==> src/rtl/vga_pkg.sv <==
// Shared constants, write-FSM encoding and picture address mapping for the VGA
// picture memory; the read-side bit generator uses the same pic_addr().
package vga_pkg;

  localparam int ROW_WORDS = 6;
  localparam int PIC_ROWS  = 16;
  localparam int PIC_WORDS = ROW_WORDS * PIC_ROWS;
  localparam int NUM_PICS  = 42;
  localparam int ADDR_W    = 12;
  localparam int DATA_W    = 9;
  localparam int PIC_W     = 10;
  localparam int Y_W       = 4;
  localparam int X_W       = 3;
  localparam int CNT_W     = 7;

  typedef enum logic [1:0] {
    ST_IDLE  = 2'd0,
    ST_DRAIN = 2'd1,
    ST_FILL  = 2'd2
  } wr_state_t;

  typedef struct packed {
    logic [PIC_W-1:0]  pic;
    logic [Y_W-1:0]    y;
    logic [X_W-1:0]    x;
    logic [DATA_W-1:0] data;
  } wr_req_t;

  // pic*96 + y*6 + x from shifts and adds only; the sum wraps at ADDR_W bits
  function automatic logic [ADDR_W-1:0] pic_addr(
    input logic [PIC_W-1:0] pic,
    input logic [Y_W-1:0]   y,
    input logic [X_W-1:0]   x
  );
    logic [ADDR_W-1:0] w_p;
    logic [ADDR_W-1:0] w_y;
    w_p = ADDR_W'(pic);
    w_y = ADDR_W'(y);
    return (w_p << 6) + (w_p << 5) + (w_y << 2) + (w_y << 1) + ADDR_W'(x);
  endfunction

endpackage

==> src/rtl/vga_req_fifo.sv <==
// Synchronous request FIFO for the picture writer; full/empty/count flags are
// derived from a registered occupancy counter.
module vga_req_fifo
  import vga_pkg::*;
#(
  parameter int DEPTH = 4
) (
  input  logic                   clk,
  input  logic                   reset,
  input  logic                   i_push,
  input  logic                   i_pop,
  input  wr_req_t                i_din,
  output wr_req_t                o_dout,
  output logic                   o_full,
  output logic                   o_empty,
  output logic [$clog2(DEPTH):0] o_count
);

  localparam int AW = $clog2(DEPTH);
  localparam logic [AW:0] FULL_CNT = (AW+1)'(DEPTH);

  wr_req_t       r_mem [DEPTH];
  logic [AW-1:0] r_wptr;
  logic [AW-1:0] r_rptr;
  logic [AW:0]   r_count;
  logic          w_push;
  logic          w_pop;

  assign w_push  = i_push && !o_full;
  assign w_pop   = i_pop && !o_empty;
  assign o_full  = (r_count == FULL_CNT);
  assign o_empty = (r_count == {(AW+1){1'b0}});
  assign o_count = r_count;
  assign o_dout  = r_mem[r_rptr];

  always_ff @(posedge clk) begin
    if (w_push) begin
      r_mem[r_wptr] <= i_din;
    end
  end

  always_ff @(posedge clk or posedge reset) begin
    if (reset) begin
      r_wptr  <= '0;
      r_rptr  <= '0;
      r_count <= '0;
    end else begin
      if (w_push) begin
        r_wptr <= r_wptr + 1'b1;
      end
      if (w_pop) begin
        r_rptr <= r_rptr + 1'b1;
      end
      case ({w_push, w_pop})
        2'b10:   r_count <= r_count + 1'b1;
        2'b01:   r_count <= r_count - 1'b1;
        default: r_count <= r_count;
      endcase
    end
  end

endmodule

==> src/rtl/vga_pic_writer.sv <==
// Write-side front end for the VGA picture memory: buffered host word writes
// plus whole-picture hardware fill. Range checks and err under VGA_PIC_WR_BOUNDS_EN.
module vga_pic_writer
  import vga_pkg::*;
#(
  parameter int FIFO_DEPTH = 4
) (
  input  logic              clk,
  input  logic              reset,
  input  logic              req_valid,
  output logic              req_ready,
  input  logic [PIC_W-1:0]  req_pic,
  input  logic [X_W-1:0]    req_x,
  input  logic [Y_W-1:0]    req_y,
  input  logic [DATA_W-1:0] req_data,
  input  logic              fill_start,
  input  logic [PIC_W-1:0]  fill_pic,
  input  logic [DATA_W-1:0] fill_data,
  input  logic              err_clr,
  output logic              mem_we,
  output logic [ADDR_W-1:0] mem_addr,
  output logic [DATA_W-1:0] mem_wdata,
  output logic              busy,
  output logic              err
);

  localparam int CW = $clog2(FIFO_DEPTH) + 1;

  wr_state_t         r_state;
  wr_state_t         w_state_nx;
  logic [CNT_W-1:0]  r_cnt;
  logic [ADDR_W-1:0] r_fill_base;
  logic [DATA_W-1:0] r_fill_data;
  logic              r_mem_we;
  logic [ADDR_W-1:0] r_mem_addr;
  logic [DATA_W-1:0] r_mem_wdata;
  logic              r_err;

  wr_req_t           w_din;
  wr_req_t           w_head;
  logic              w_full;
  logic              w_empty;
  logic [CW-1:0]     w_count;
  logic              w_push;
  logic              w_pop;
  logic              w_we;
  logic [ADDR_W-1:0] w_addr;
  logic [DATA_W-1:0] w_wdata;
  logic              w_fill_go;
  logic              w_err_set;
  logic              w_req_ok;
  logic              w_fill_ok;

  assign req_ready = !w_full;
  assign w_push    = req_valid && !w_full;
  assign w_din     = '{pic: req_pic, y: req_y, x: req_x, data: req_data};

  vga_req_fifo #(.DEPTH(FIFO_DEPTH)) u_fifo (
    .clk     (clk),
    .reset   (reset),
    .i_push  (w_push),
    .i_pop   (w_pop),
    .i_din   (w_din),
    .o_dout  (w_head),
    .o_full  (w_full),
    .o_empty (w_empty),
    .o_count (w_count)
  );

`ifdef VGA_PIC_WR_BOUNDS_EN
  assign w_req_ok  = (w_head.pic < PIC_W'(NUM_PICS)) && (w_head.x < X_W'(ROW_WORDS));
  assign w_fill_ok = (fill_pic < PIC_W'(NUM_PICS));
`else
  assign w_req_ok  = 1'b1;
  assign w_fill_ok = 1'b1;
`endif

  always_comb begin
    w_state_nx = r_state;
    w_pop      = 1'b0;
    w_we       = 1'b0;
    w_addr     = r_mem_addr;
    w_wdata    = r_mem_wdata;
    w_fill_go  = 1'b0;
    w_err_set  = 1'b0;
    case (r_state)
      ST_IDLE: begin
        if (fill_start && w_fill_ok) begin
          w_fill_go  = 1'b1;
          w_state_nx = ST_FILL;
        end else if (!w_empty || w_push) begin
          w_state_nx = ST_DRAIN;
        end else begin
          w_state_nx = ST_IDLE;
        end
        w_err_set = fill_start && !w_fill_ok;
      end
      ST_DRAIN: begin
        if (!w_empty) begin
          w_pop = 1'b1;
          if (w_req_ok) begin
            w_we    = 1'b1;
            w_addr  = pic_addr(w_head.pic, w_head.y, w_head.x);
            w_wdata = w_head.data;
          end else begin
            w_err_set = 1'b1;
          end
        end
        // Leave only once this pop empties the FIFO and nothing new arrives.
        if ((w_empty || (w_count == CW'(1))) && !w_push) begin
          w_state_nx = ST_IDLE;
        end else begin
          w_state_nx = ST_DRAIN;
        end
      end
      ST_FILL: begin
        w_we    = 1'b1;
        w_addr  = r_fill_base + ADDR_W'(r_cnt);
        w_wdata = r_fill_data;
        if (r_cnt == CNT_W'(PIC_WORDS - 1)) begin
          w_state_nx = (!w_empty || w_push) ? ST_DRAIN : ST_IDLE;
        end else begin
          w_state_nx = ST_FILL;
        end
      end
      default: w_state_nx = ST_IDLE;
    endcase
  end

  always_ff @(posedge clk or posedge reset) begin
    if (reset) begin
      r_state     <= ST_IDLE;
      r_cnt       <= '0;
      r_fill_base <= '0;
      r_fill_data <= '0;
      r_mem_we    <= 1'b0;
      r_mem_addr  <= '0;
      r_mem_wdata <= '0;
      r_err       <= 1'b0;
    end else begin
      r_state     <= w_state_nx;
      r_mem_we    <= w_we;
      r_mem_addr  <= w_addr;
      r_mem_wdata <= w_wdata;
      if (w_fill_go) begin
        r_cnt       <= '0;
        r_fill_base <= pic_addr(fill_pic, 4'd0, 3'd0);
        r_fill_data <= fill_data;
      end else if (r_state == ST_FILL) begin
        r_cnt <= r_cnt + 7'd1;
      end
      r_err <= err_clr ? 1'b0 : (r_err | w_err_set);
    end
  end

  assign mem_we    = r_mem_we;
  assign mem_addr  = r_mem_addr;
  assign mem_wdata = r_mem_wdata;
  assign err       = r_err;
  assign busy      = !w_empty || (r_state != ST_IDLE) || r_mem_we;

endmodule
==> config.mk <==
export PLATFORM = sky130hd
export DESIGN_NAME = vga_pic_writer
export DESIGN_NICKNAME = d
export VERILOG_FILES = /design/src/rtl/vga_pkg.sv /design/src/rtl/vga_req_fifo.sv /design/src/rtl/vga_pic_writer.sv
export SDC_FILE = /design/constraint.sdc
export NUM_CORES = 1
export LEC_CHECK = 0
export CAP_MARGIN = 20
export CORE_AREA = 2 2 126 128
export CTS_BUF_LIST = sky130_fd_sc_hd__clkbuf_2 sky130_fd_sc_hd__clkbuf_4 sky130_fd_sc_hd__clkbuf_8
export DETAILED_ROUTE_END_ITERATION = 6
export DIE_AREA = 0 0 128 130
export PLACE_DENSITY = 0.72
export SLEW_MARGIN = 30
export SYNTH_ARGS = -nofsm -noshare
export SYNTH_HDL_FRONTEND = slang
export SYNTH_SLANG_ARGS = --single-unit
==> constraint.sdc <==
create_clock -name clk -period 9 [get_ports clk]
set_input_delay 1.8 -clock clk [delete_from_list [all_inputs] [get_ports clk]]
set_output_delay 1.8 -clock clk [all_outputs]
set_load 0.01 [all_outputs]
==> flow_metrics.env <==
export IMPL_status="complete, no violations"
export IMPL_synth_nets=581
export IMPL_synth_compound_area_frac=0.0610
export IMPL_crit_buf_inv=4
export IMPL_drc_errors=0
export IMPL_clkLatencyLatePin_ns=0.45
export IMPL_hold_buffers=0
export IMPL_diodes=0
export IMPL_grt_overflow=0
export IMPL_htreeDepth=4
export IMPL_power_leakage_nw=3.16
export IMPL_top_usage_layer="met2"
export IMPL_maxSlewHeadroom=0.467
export IMPL_finalHoldViolCount=0
export IMPL_final_nets=656
export IMPL_start_util=0.435
export IMPL_seq_area_frac_synth=0.614
export IMPL_synth_main_ff_cell="edfxtp_1"
export IMPL_worstPathArrival_ns=4.53
export IMPL_seqCellArea_um2=4110
export IMPL_skew_ns=0.0119
export IMPL_synth_area_mux_share=0.103
export IMPL_synth_async_reset_ratio=0.370
export IMPL_drive_gt1_frac=0.109
export IMPL_yosys_area_share_simple=0.0739
export IMPL_post_cts_resized=0
export IMPL_fillers=1318
export IMPL_wire_per_inst_um=17.1
export IMPL_synth_top_family_by_area="multiplexers"
export IMPL_worstSetupPathType="reg -> reg"
export IMPL_slowest_delay_ns=0.62
export IMPL_clock_path_buffers=2
export IMPL_fmax_ghz=0.238
export IMPL_coreArea_um2=15400
export IMPL_vias=4050
export IMPL_synth_top_cell_by_area="edfxtp_1"
export IMPL_grt_use_met3=0.0426
export IMPL_first_iter_violations=211
export IMPL_synth_edf_count=92
export IMPL_die_h_um=130
export IMPL_grt_pass1_vias=4283
export IMPL_fin_area_um2=7990
export IMPL_yosysTopAreaCellShare=0.412
export IMPL_cap_viol_max_count=0
export IMPL_die_x_um=128
export IMPL_io_pins=75
export IMPL_io_buffers=66
export IMPL_setup_tns_ns=0
export IMPL_grt_pass1_wl_um=21600
export IMPL_synth_xor_area_frac=0.0338
export IMPL_synth_cell_types=44
export IMPL_areaGrowthSynthToFinish_pct=19.3
export IMPL_cts_tree="built"
export IMPL_cts_buffers=17
export IMPL_rsz0062_at_grt="false"
export IMPL_ir_drop_mv=0.110
export IMPL_grt_use_total=0.173
export IMPL_via_per_inst=5.27
export IMPL_multiInputGateArea_um2=2400
export IMPL_finalCritPeriodShare=0.467
export IMPL_rows=46
export IMPL_worst_setup_path_start_kind="register"
export IMPL_clk_pin_slew_ns=0.08
export IMPL_drtPass1Iterations=6
export IMPL_yosys_top_cells_area="edfxtp_1 41%, dfrtp_1 20%, ha_1 7.3%"
export IMPL_synth_fa_ha_area_frac=0.0847
export IMPL_final_min_clock_period_ns=4.20
export IMPL_clock_sinks=146
export IMPL_synth_most_common_cell="edfxtp_1"
export IMPL_crit_family="compound AO/OA/AOI/OAI gates"
export IMPL_tightest_slew_ns=0.800
export IMPL_grt_max_degree=55
export IMPL_antenna_found_initial=0
export IMPL_setup_violations=0
export IMPL_hold_class="reg -> reg"
export IMPL_dp_hpwl_um=8850
export IMPL_cp_max_fo=23
export IMPL_drtAntennaViolNets=0
export IMPL_slowest_stage="mux4_2"
export IMPL_crit_top_cell="inv_1"
export IMPL_cts_setup_buffers=0
export IMPL_path_cells="buf_4 -> mux4_2 -> inv_1 -> fa_1 -> inv_1 -> ha_1 -> inv_1 -> fa_1 -> nor2b_1 -> o21ai_0 -> a21boi_0 -> o21ai_0 -> xnor2_1 -> a221o_1"
export IMPL_postRouteWirelength_um=13100
export IMPL_syn_avg_cell_area_um2=13.7
export IMPL_yosys_warnings=0
export IMPL_dieArea_um2=16600
export IMPL_use_met1=0.215
export IMPL_power_density_nw_per_um2=210
export IMPL_gp_congestion=0.833
export IMPL_synth_common_cells="92 x edfxtp_1, 74 x nand2_1, 54 x dfrtp_1"
export IMPL_synthCells=488
export IMPL_synth_seq_cells=146
export IMPL_synthesis_area_um2=6700
export IMPL_cp_required_ns=9.33
export IMPL_critPathCaptureType="register"
export IMPL_use_met2=0.295
export IMPL_cts_root_buffer="clkbuf_8"
export IMPL_drv_slew=0
export IMPL_place_area_um2=7580
-- final cells by class --
| type | count | area share |
|---|---|---|
| clock buffer | 19 | 0.0327 |
| clock inverter | 13 | 0.0183 |
| tap | 192 | 0.0301 |
| timing repair buffer | 74 | 0.0902 |
| multi-input combinational | 295 | 0.301 |
| inverter | 29 | 0.0136 |
| sequential | 146 | 0.515 |
-- layout by cell type, fill, tap and decap left out, types with 15 or more instances in the layout --
cell type	count
o21ai_0	36
mux2i_1	16
inv_1	28
a21oi_1	19
clkbuf_8	19
nor2_1	15
dfrtp_1	54
clkdlybuf4s50_1	66
mux4_2	19
ha_1	38
nand2_1	74
edfxtp_1	92
-- report_power, final --
part / internal [mW] / switching [mW] / leakage [nW] / total (mW)
Clock: 0.265 / 0.254 / 0.208 / 0.518
Sequential: 0.816 / 0.0268 / 1.53 / 0.843
Combinational: 0.132 / 0.183 / 1.42 / 0.315
Total: 1.21 / 0.463 / 3.16 / 1.68
-- flip-flops by register name, indices dropped and copies added (netlist names) --
signal and cells:
u_fifo.r_mem 92, mem_addr 12, mem_wdata 9, r_fill_data 9, r_cnt 7, r_fill_base 7, u_fifo.o_count 3, r_state 2
u_fifo.r_rptr 2, u_fifo.r_wptr 2, mem_we 1
-- cells by family after synthesis --
| group | Yosys count |
|---|---|
| buffers and inverters | 47 |
| adders and majority gates | 43 |
| muxes | 39 |
| and+or+nand+nor | 115 |
| DFF | 146 |
| AOI/OAI and AO/OA | 72 |
| xor gates and xnor gates | 25 |
| other | 1 |
-- worst register-to-register path: cells and delay by family (launching register included) --
family	cells	cell delay, ns
compound gates	4	1.05
fa+ha+maj	3	0.95
buf+inv	4	0.69
mux	1	0.63
flops	1	0.43
simple gates	1	0.17
xor+xnor	1	0.16
-- per-layer routing --
metal / vias up / wire length, um
li1: 1912 / -
met1: 2035 / 5700
met2: 84 / 6690
met3: 19 / 524
met4: 0 / 210
met5: - / 0
-- path summary, 6_finish.rpt --
check,startpoint,to,slack (ns),depth (start not counted)
worst max-delay path,u_fifo.r_rptr[0]$_DFFE_PP0P_,mem_addr[10]$_DFFE_PP0P_,4.80,14
worst min-delay path,mem_addr[7]$_DFFE_PP0P_,mem_addr[7]$_DFFE_PP0P_,0.48,2
worst max register to register,u_fifo.r_rptr[0]$_DFFE_PP0P_,mem_addr[10]$_DFFE_PP0P_,4.80,14
worst min register to register,mem_addr[7]$_DFFE_PP0P_,mem_addr[7]$_DFFE_PP0P_,0.48,2
max in group asynchronous,reset,r_fill_data[1]$_DFFE_PP0P_,6.65,3
min in group asynchronous,reset,r_fill_base[5]$_DFFE_PP0P_,1.86,3
-- metrics by stage --
stage | hold slack [ns] | utilization | instances | total power [mW] | setup slack [ns]
2_1_floorplan | 0.445 | - | 488 | 1.06 | 5.33
3_3_place_gp | 0.457 | 0.492 | 736 | 1.15 | 4.93
3_5_place_dp | 0.471 | 0.492 | 736 | 1.17 | 4.81
6_report | 0.482 | 0.518 | 768 | 1.68 | 4.80
5_1_grt | 0.519 | 0.518 | 768 | 1.77 | 4.50
4_1_cts | 0.488 | 0.518 | 768 | 1.70 | 4.77
(Power assumes the default switching activity.)
